### src/rtl/lfsr_run_ctrl.sv
// AXI-Lite master sequencer for one LFSR generation run: program and verify SEED, enable the
// generator, count monitored stream beats (or time out), then disable and report completion.
module lfsr_run_ctrl #(
  parameter int unsigned              ADDR_WIDTH     = 4,
  parameter int unsigned              DATA_WIDTH     = 32,
  parameter int unsigned              CNT_WIDTH      = 16,
  parameter logic [ADDR_WIDTH-1:0]    CTRL_ADDR      = 'h0,
  parameter logic [ADDR_WIDTH-1:0]    SEED_ADDR      = 'h4,
  parameter int unsigned              TIMEOUT_CYCLES = 65535
) (
  input  logic                  aclk,
  input  logic                  areset,
  input  logic                  start,
  input  logic [DATA_WIDTH-1:0] seed,
  input  logic [CNT_WIDTH-1:0]  sample_count,
  output logic                  busy,
  output logic                  done,
  output logic                  error,
  output logic                  timeout,
  output logic [ADDR_WIDTH-1:0] m_axi_awaddr,
  output logic                  m_axi_awvalid,
  input  logic                  m_axi_awready,
  output logic [DATA_WIDTH-1:0] m_axi_wdata,
  output logic                  m_axi_wvalid,
  input  logic                  m_axi_wready,
  input  logic [1:0]            m_axi_bresp,
  input  logic                  m_axi_bvalid,
  output logic                  m_axi_bready,
  output logic [ADDR_WIDTH-1:0] m_axi_araddr,
  output logic                  m_axi_arvalid,
  input  logic                  m_axi_arready,
  input  logic [DATA_WIDTH-1:0] m_axi_rdata,
  input  logic [1:0]            m_axi_rresp,
  input  logic                  m_axi_rvalid,
  output logic                  m_axi_rready,
  input  logic                  mon_tvalid,
  input  logic                  mon_tready
);

  typedef enum logic [3:0] {
    StIdle, StWrSeed, StBSeed, StArSeed, StRSeed, StWrEn, StBEn, StRun, StWrDis, StBDis, StFin
  } state_e;

  state_e                state_q, state_d;
  logic [DATA_WIDTH-1:0] seed_q, seed_d;
  logic [CNT_WIDTH-1:0]  target_q, target_d;
  logic [CNT_WIDTH-1:0]  beat_cnt_q, beat_cnt_d;
  logic [31:0]           cyc_cnt_q, cyc_cnt_d;
  logic                  aw_done_q, aw_done_d;
  logic                  w_done_q, w_done_d;
  logic                  error_q, error_d;
  logic                  timeout_q, timeout_d;
  logic [ADDR_WIDTH-1:0] awaddr_q, awaddr_d;
  logic [ADDR_WIDTH-1:0] araddr_q, araddr_d;
  logic [DATA_WIDTH-1:0] wdata_q, wdata_d;

  logic                  in_wr;
  logic                  aw_hs;
  logic                  w_hs;
  logic                  beat;
  logic [CNT_WIDTH-1:0]  beat_cnt_inc;
  logic [31:0]           cyc_cnt_inc;

  assign in_wr = (state_q == StWrSeed) || (state_q == StWrEn) || (state_q == StWrDis);

  // Each write channel drops its valid independently once its own handshake is done.
  assign m_axi_awvalid = in_wr && !aw_done_q;
  assign m_axi_wvalid  = in_wr && !w_done_q;
  assign aw_hs         = m_axi_awvalid && m_axi_awready;
  assign w_hs          = m_axi_wvalid && m_axi_wready;
  assign m_axi_bready  = (state_q == StBSeed) || (state_q == StBEn) || (state_q == StBDis);
  assign m_axi_arvalid = (state_q == StArSeed);
  assign m_axi_rready  = (state_q == StRSeed);
  assign m_axi_awaddr  = awaddr_q;
  assign m_axi_wdata   = wdata_q;
  assign m_axi_araddr  = araddr_q;

  assign busy    = (state_q != StIdle) && (state_q != StFin);
  assign done    = (state_q == StFin);
  assign error   = error_q;
  assign timeout = timeout_q;

  assign beat         = mon_tvalid && mon_tready;
  assign beat_cnt_inc = beat_cnt_q + CNT_WIDTH'(1);
  assign cyc_cnt_inc  = cyc_cnt_q + 32'd1;

  always_comb begin
    state_d    = state_q;
    seed_d     = seed_q;
    target_d   = target_q;
    beat_cnt_d = beat_cnt_q;
    cyc_cnt_d  = cyc_cnt_q;
    aw_done_d  = aw_done_q || aw_hs;
    w_done_d   = w_done_q || w_hs;
    error_d    = error_q;
    timeout_d  = timeout_q;
    awaddr_d   = awaddr_q;
    araddr_d   = araddr_q;
    wdata_d    = wdata_q;

    unique case (state_q)
      StIdle: begin
        if (start) begin
          seed_d    = seed;
          target_d  = sample_count;
          error_d   = 1'b0;
          timeout_d = 1'b0;
          awaddr_d  = SEED_ADDR;
          wdata_d   = seed;
          state_d   = StWrSeed;
        end
      end
      StWrSeed, StWrEn, StWrDis: begin
        if (aw_done_d && w_done_d) begin
          aw_done_d = 1'b0;
          w_done_d  = 1'b0;
          if (state_q == StWrSeed)    state_d = StBSeed;
          else if (state_q == StWrEn) state_d = StBEn;
          else                        state_d = StBDis;
        end
      end
      StBSeed: begin
        if (m_axi_bvalid) begin
          if (m_axi_bresp != 2'b00) begin
            error_d = 1'b1;
            state_d = StFin;
          end else begin
            araddr_d = SEED_ADDR;
            state_d  = StArSeed;
          end
        end
      end
      StArSeed: begin
        if (m_axi_arready) state_d = StRSeed;
      end
      StRSeed: begin
        if (m_axi_rvalid) begin
          if ((m_axi_rresp != 2'b00) || (m_axi_rdata != seed_q)) begin
            error_d = 1'b1;
            state_d = StFin;
          end else begin
            awaddr_d = CTRL_ADDR;
            wdata_d  = DATA_WIDTH'(1);
            state_d  = StWrEn;
          end
        end
      end
      StBEn: begin
        // A failed enable still runs so that the disable write is always attempted.
        if (m_axi_bvalid) begin
          if (m_axi_bresp != 2'b00) error_d = 1'b1;
          beat_cnt_d = '0;
          cyc_cnt_d  = '0;
          if (target_q == '0) begin
            awaddr_d = CTRL_ADDR;
            wdata_d  = '0;
            state_d  = StWrDis;
          end else begin
            state_d = StRun;
          end
        end
      end
      StRun: begin
        cyc_cnt_d = cyc_cnt_inc;
        if (beat) beat_cnt_d = beat_cnt_inc;
        // Count completion has priority over a timeout landing in the same cycle.
        if (beat && (beat_cnt_inc == target_q)) begin
          awaddr_d = CTRL_ADDR;
          wdata_d  = '0;
          state_d  = StWrDis;
        end else if ((TIMEOUT_CYCLES != 0) && (cyc_cnt_inc == TIMEOUT_CYCLES)) begin
          timeout_d = 1'b1;
          error_d   = 1'b1;
          awaddr_d  = CTRL_ADDR;
          wdata_d   = '0;
          state_d   = StWrDis;
        end
      end
      StBDis: begin
        if (m_axi_bvalid) begin
          if (m_axi_bresp != 2'b00) error_d = 1'b1;
          state_d = StFin;
        end
      end
      StFin: begin
        state_d = StIdle;
      end
      default: begin
        state_d = StIdle;
      end
    endcase
  end

  always_ff @(posedge aclk or posedge areset) begin
    if (areset) begin
      state_q    <= StIdle;
      seed_q     <= '0;
      target_q   <= '0;
      beat_cnt_q <= '0;
      cyc_cnt_q  <= '0;
      aw_done_q  <= 1'b0;
      w_done_q   <= 1'b0;
      error_q    <= 1'b0;
      timeout_q  <= 1'b0;
      awaddr_q   <= '0;
      araddr_q   <= '0;
      wdata_q    <= '0;
    end else begin
      state_q    <= state_d;
      seed_q     <= seed_d;
      target_q   <= target_d;
      beat_cnt_q <= beat_cnt_d;
      cyc_cnt_q  <= cyc_cnt_d;
      aw_done_q  <= aw_done_d;
      w_done_q   <= w_done_d;
      error_q    <= error_d;
      timeout_q  <= timeout_d;
      awaddr_q   <= awaddr_d;
      araddr_q   <= araddr_d;
      wdata_q    <= wdata_d;
    end
  end

endmodule
### config.mk
export PLATFORM = sky130hd
export DESIGN_NAME = lfsr_run_ctrl
export DESIGN_NICKNAME = d
export VERILOG_FILES = /design/src/rtl/lfsr_run_ctrl.sv
export SDC_FILE = /design/constraint.sdc
export NUM_CORES = 1
export LEC_CHECK = 0
export ABC_AREA = 1
export CAP_MARGIN = 20
export CELL_PAD_IN_SITES_DETAIL_PLACEMENT = 0
export CELL_PAD_IN_SITES_GLOBAL_PLACEMENT = 2
export CORE_AREA = 2 2 127 222
export CTS_BUF_LIST = sky130_fd_sc_hd__clkbuf_16
export DETAILED_ROUTE_END_ITERATION = 10
export DIE_AREA = 0 0 129 224
export PLACE_DENSITY_LB_ADDON = 0.1
export SLEW_MARGIN = 10
export SYNTH_ARGS = -nofsm -noshare
export SYNTH_HDL_FRONTEND = slang
export SYNTH_SLANG_ARGS = --single-unit
### constraint.sdc
create_clock -name aclk -period 6.35 [get_ports aclk]
set_input_delay 1.27 -clock aclk [delete_from_list [all_inputs] [get_ports aclk]]
set_output_delay 1.27 -clock aclk [all_outputs]
set_load 0.05 [all_outputs]
==> flow_summary.toml <==
[grt]
grt_pass1_wl_um = 43900
gr-usage-all-layers = 0.204
grt_max_degree = 72
overflow = 0
vias_in_the_first_global_route = 7924
grt_antenna_before_repair = 1

[sta]
final_hold_viol_count = 0
hold_slack_ns = 0.473
clock.fmax_mhz = 264
headroom_to_the_max_slew_limit = 0.391
layout_min_cycle_time_ns = 3.79
rsz0062_at_grt = "no"
finalMaxSlewViolations = 0
setup_violations = 0
tns_ns = 0
finalClockSkew_ns = 0.0103
tightest_slew_ns = 0.908
final_min_period_over_clock_period = 0.596

[drt]
detailedRoute.firstIterationViolations = 288
wl_per_cell_um = 17.2
antenna_violating_nets_post_route = 0
totalWireLength_um = 28300
dr.pass1.iters = 4
drc = 0
dr_total_vias = 7472
avgViaCountPerCell = 4.55

[floorplan]
initial_utilization = 0.286
rows = 80
io_pins = 143
die_area_um2 = 28900
fp.dieH_um = 224
core_area_um2 = 27100
dieWidth_um = 129

[cts]
cts_resized = 0
cts_hold_buffers = 0
clk_pin_slew_worst_paths_ns = 0.06
clock_latency_ns = 0.44
cts.path.max_buffers = 2
cts_sinks = 138
cts.root.buffer_cell = "sky130_fd_sc_hd__clkbuf_16"
clock_tree_from_tritoncts = "done"
cts.htree.levels = 4
post_cts.repair.setup_buffers = 0
numCtsBuffers = 17

[power]
net-switching-power_mw = 2.24
swShare = 0.467
sequential_group_share_of_total_power = 0.332
p_leak_nw = 4.79
power_density_nw_per_um2 = 474
pwr-share-clk = 0.212
power.internal_mw = 2.55
power.share.combinational = 0.456
irDropWorstVdd_mv = 0.239

[synth]
synth_cells = 1117
synth_simple_gate_area_share = 0.366
xor_and_xnor_area_share_after_synthesis = 0.0215
synth_flop_cell = "sky130_fd_sc_hd__dfrtp_1"
synth_edf_count = 0
combinational_family_with_the_most_area_after_synthesis = "simple AND/OR/NAND/NOR gates"
synth-seq-cells = 138
syn_area_um2 = 7750
async_flop_share = 1.00
synth.area.mux_share = 0
yosysWarningCount = 0
post_synth_fa_ha_maj_area_fraction = 0.00484
netlist-cell-type-count = 34
synth-compound-area-share = 0.0799
synth_area_per_cell_um2 = 6.94
synth-seq-area-share = 0.446

[finish]
layout.cells.most_common = "sky130_fd_sc_hd__nand2_1"
syn2layout_area_growth_pct = 30.4
final_cell_mix = "sky130_fd_sc_hd__nand2_1, sky130_fd_sc_hd__dfrtp_1, sky130_fd_sc_hd__clkdlybuf4s50_1, sky130_fd_sc_hd__inv_1, sky130_fd_sc_hd__nor2_1"
drive_above_1_share = 0.0480
final_net_count = 1355

[critical_path]
worst_ep_arrival_time_ns = 2.52
start_kind = "register"
worst_ep_required_time_ns = 5.08
endpoint_kind = "output port"
crit_fanout = 7
timing_worst_setup_path_type = "reg2out"

[placed_design]
place.detailed.hpwl_um = 21900
globalplace.congestion = 0.827
portBuffers = 136

[min_path]
hold_path_class = "reg2reg"

[status]
status = "complete, no violations"

[job]
maxCapViolCount = 0
-- cell families (layout without fill, tap and decap cells) --
family                     count (synthesis)  count (layout)
xor gates and xnor gates                  19              19
adders and majority gates                  3               3
other                                      1               7
buffers and inverters                    157             306
AOI/OAI and AO/OA                        109             109
and+or+nand+nor                          690             690
DFF                                      138             138
-- critical path: stages (launching register included) --
cell	delay (ns)
sky130_fd_sc_hd__dfrtp_1	0.55
sky130_fd_sc_hd__inv_1	0.18
sky130_fd_sc_hd__nand2_1	0.17
sky130_fd_sc_hd__inv_1	0.05
sky130_fd_sc_hd__a21oi_1	0.32
sky130_fd_sc_hd__inv_1	0.09
sky130_fd_sc_hd__clkdlybuf4s50_1	0.71
-- stage by stage --
stage / util / std cells / worst slack, ns / power, mW / area, µm²
after global routing: 0.373 / 1641 / 2.47 / 5.17 / 10100
after floorplan: - / 1122 / 1.38 / 3.06 / 7770
final: 0.373 / 1641 / 2.56 / 4.79 / 10100
after global placement: 0.351 / 1608 / 2.70 / 3.83 / 9530
after CTS: 0.373 / 1640 / 2.54 / 4.87 / 10100
after detailed placement: 0.351 / 1608 / 2.71 / 3.83 / 9530
-- area by class of cell --
class                      instances  area [µm²]
fill                            2986       17000
multi-input combinational        827        3700
sequential                       138        3450
clock buffer                      17         425
tap                              369         462
clock inverter                    15         154
timing repair buffer             143        1410
antenna                            1        2.50
inverter                         131         497
-- routing by layer --
layer | track usage | share of wire | up-vias
met4 | 0.0712 | 0.024 | 0
met3 | 0.0504 | 0.043 | 36
met2 | 0.401 | 0.57 | 162
li1 | - | - | 3820
met1 | 0.202 | 0.36 | 3454
met5 | 0 | 0 | -
-- power by group through the flow --
stage / Combinational (mW) / Sequential [mW] / Clock, mW
2_1_floorplan: 1.25 / 1.81 / 0
3_3_place_gp: 2.23 / 1.61 / 0
3_5_place_dp: 2.23 / 1.60 / 0
4_1_cts: 2.24 / 1.59 / 1.04
5_1_grt: 2.45 / 1.64 / 1.08
6_report: 2.19 / 1.59 / 1.01
-- Yosys cell counts (2+ instances only) --
library cell / count / share of area
sky130_fd_sc_hd__or2_2: 4 / 0.0032
sky130_fd_sc_hd__inv_1: 130 / 0.063
sky130_fd_sc_hd__a21oi_1: 9 / 0.0058
sky130_fd_sc_hd__clkbuf_1: 17 / 0.0082
sky130_fd_sc_hd__nor4_1: 3 / 0.0024
sky130_fd_sc_hd__dfrtp_1: 138 / 0.45
sky130_fd_sc_hd__xor2_1: 8 / 0.0090
sky130_fd_sc_hd__nor3_1: 6 / 0.0039
sky130_fd_sc_hd__buf_6: 3 / 0.0044
sky130_fd_sc_hd__nor2_4: 4 / 0.0058
sky130_fd_sc_hd__nor2_1: 120 / 0.058
sky130_fd_sc_hd__nor2_2: 6 / 0.0048
sky130_fd_sc_hd__a22o_1: 2 / 0.0023
sky130_fd_sc_hd__ha_1: 3 / 0.0048
sky130_fd_sc_hd__o22ai_1: 33 / 0.027
sky130_fd_sc_hd__o21ai_0: 56 / 0.036
sky130_fd_sc_hd__nand2_2: 4 / 0.0032
sky130_fd_sc_hd__nand2_1: 441 / 0.21
sky130_fd_sc_hd__and2_1: 2 / 0.0016
sky130_fd_sc_hd__xnor2_1: 11 / 0.012
sky130_fd_sc_hd__o2111ai_1: 3 / 0.0034
sky130_fd_sc_hd__buf_4: 6 / 0.0058
sky130_fd_sc_hd__nand3_1: 79 / 0.051
sky130_fd_sc_hd__nand4_1: 19 / 0.015
-- path summary, 6_finish.rpt --
path                                       startpoint                          end  slack [ns]  depth (start not counted)
setup / recovery               state_q[0]$_DFFE_PP0P_                 m_axi_bready        2.56                          6
hold / removal             m_axi_wdata[5]$_DFFE_PP0P_   m_axi_wdata[5]$_DFFE_PP0P_        0.47                          2
setup reg to reg             cyc_cnt_q[1]$_DFFE_PP0P_  m_axi_awaddr[2]$_DFFE_PP0P_        3.34                         16
hold reg to reg            m_axi_wdata[5]$_DFFE_PP0P_   m_axi_wdata[5]$_DFFE_PP0P_        0.47                          2
max in group asynchronous                      areset    cyc_cnt_q[21]$_DFFE_PP0P_        3.99                          3
min in group asynchronous                      areset    beat_cnt_q[3]$_DFFE_PP0P_        1.18                          2
-- flip-flops by register name, indices dropped and copies added (netlist names) --
register	cells
w_done_q	1
m_axi_awaddr	1
timeout	1
beat_cnt_q	16
m_axi_wdata	32
cyc_cnt_q	32
m_axi_araddr	1
error	1
aw_done_q	1
state_q	4
seed_q	32
target_q	16
(Power assumes the default switching activity.)
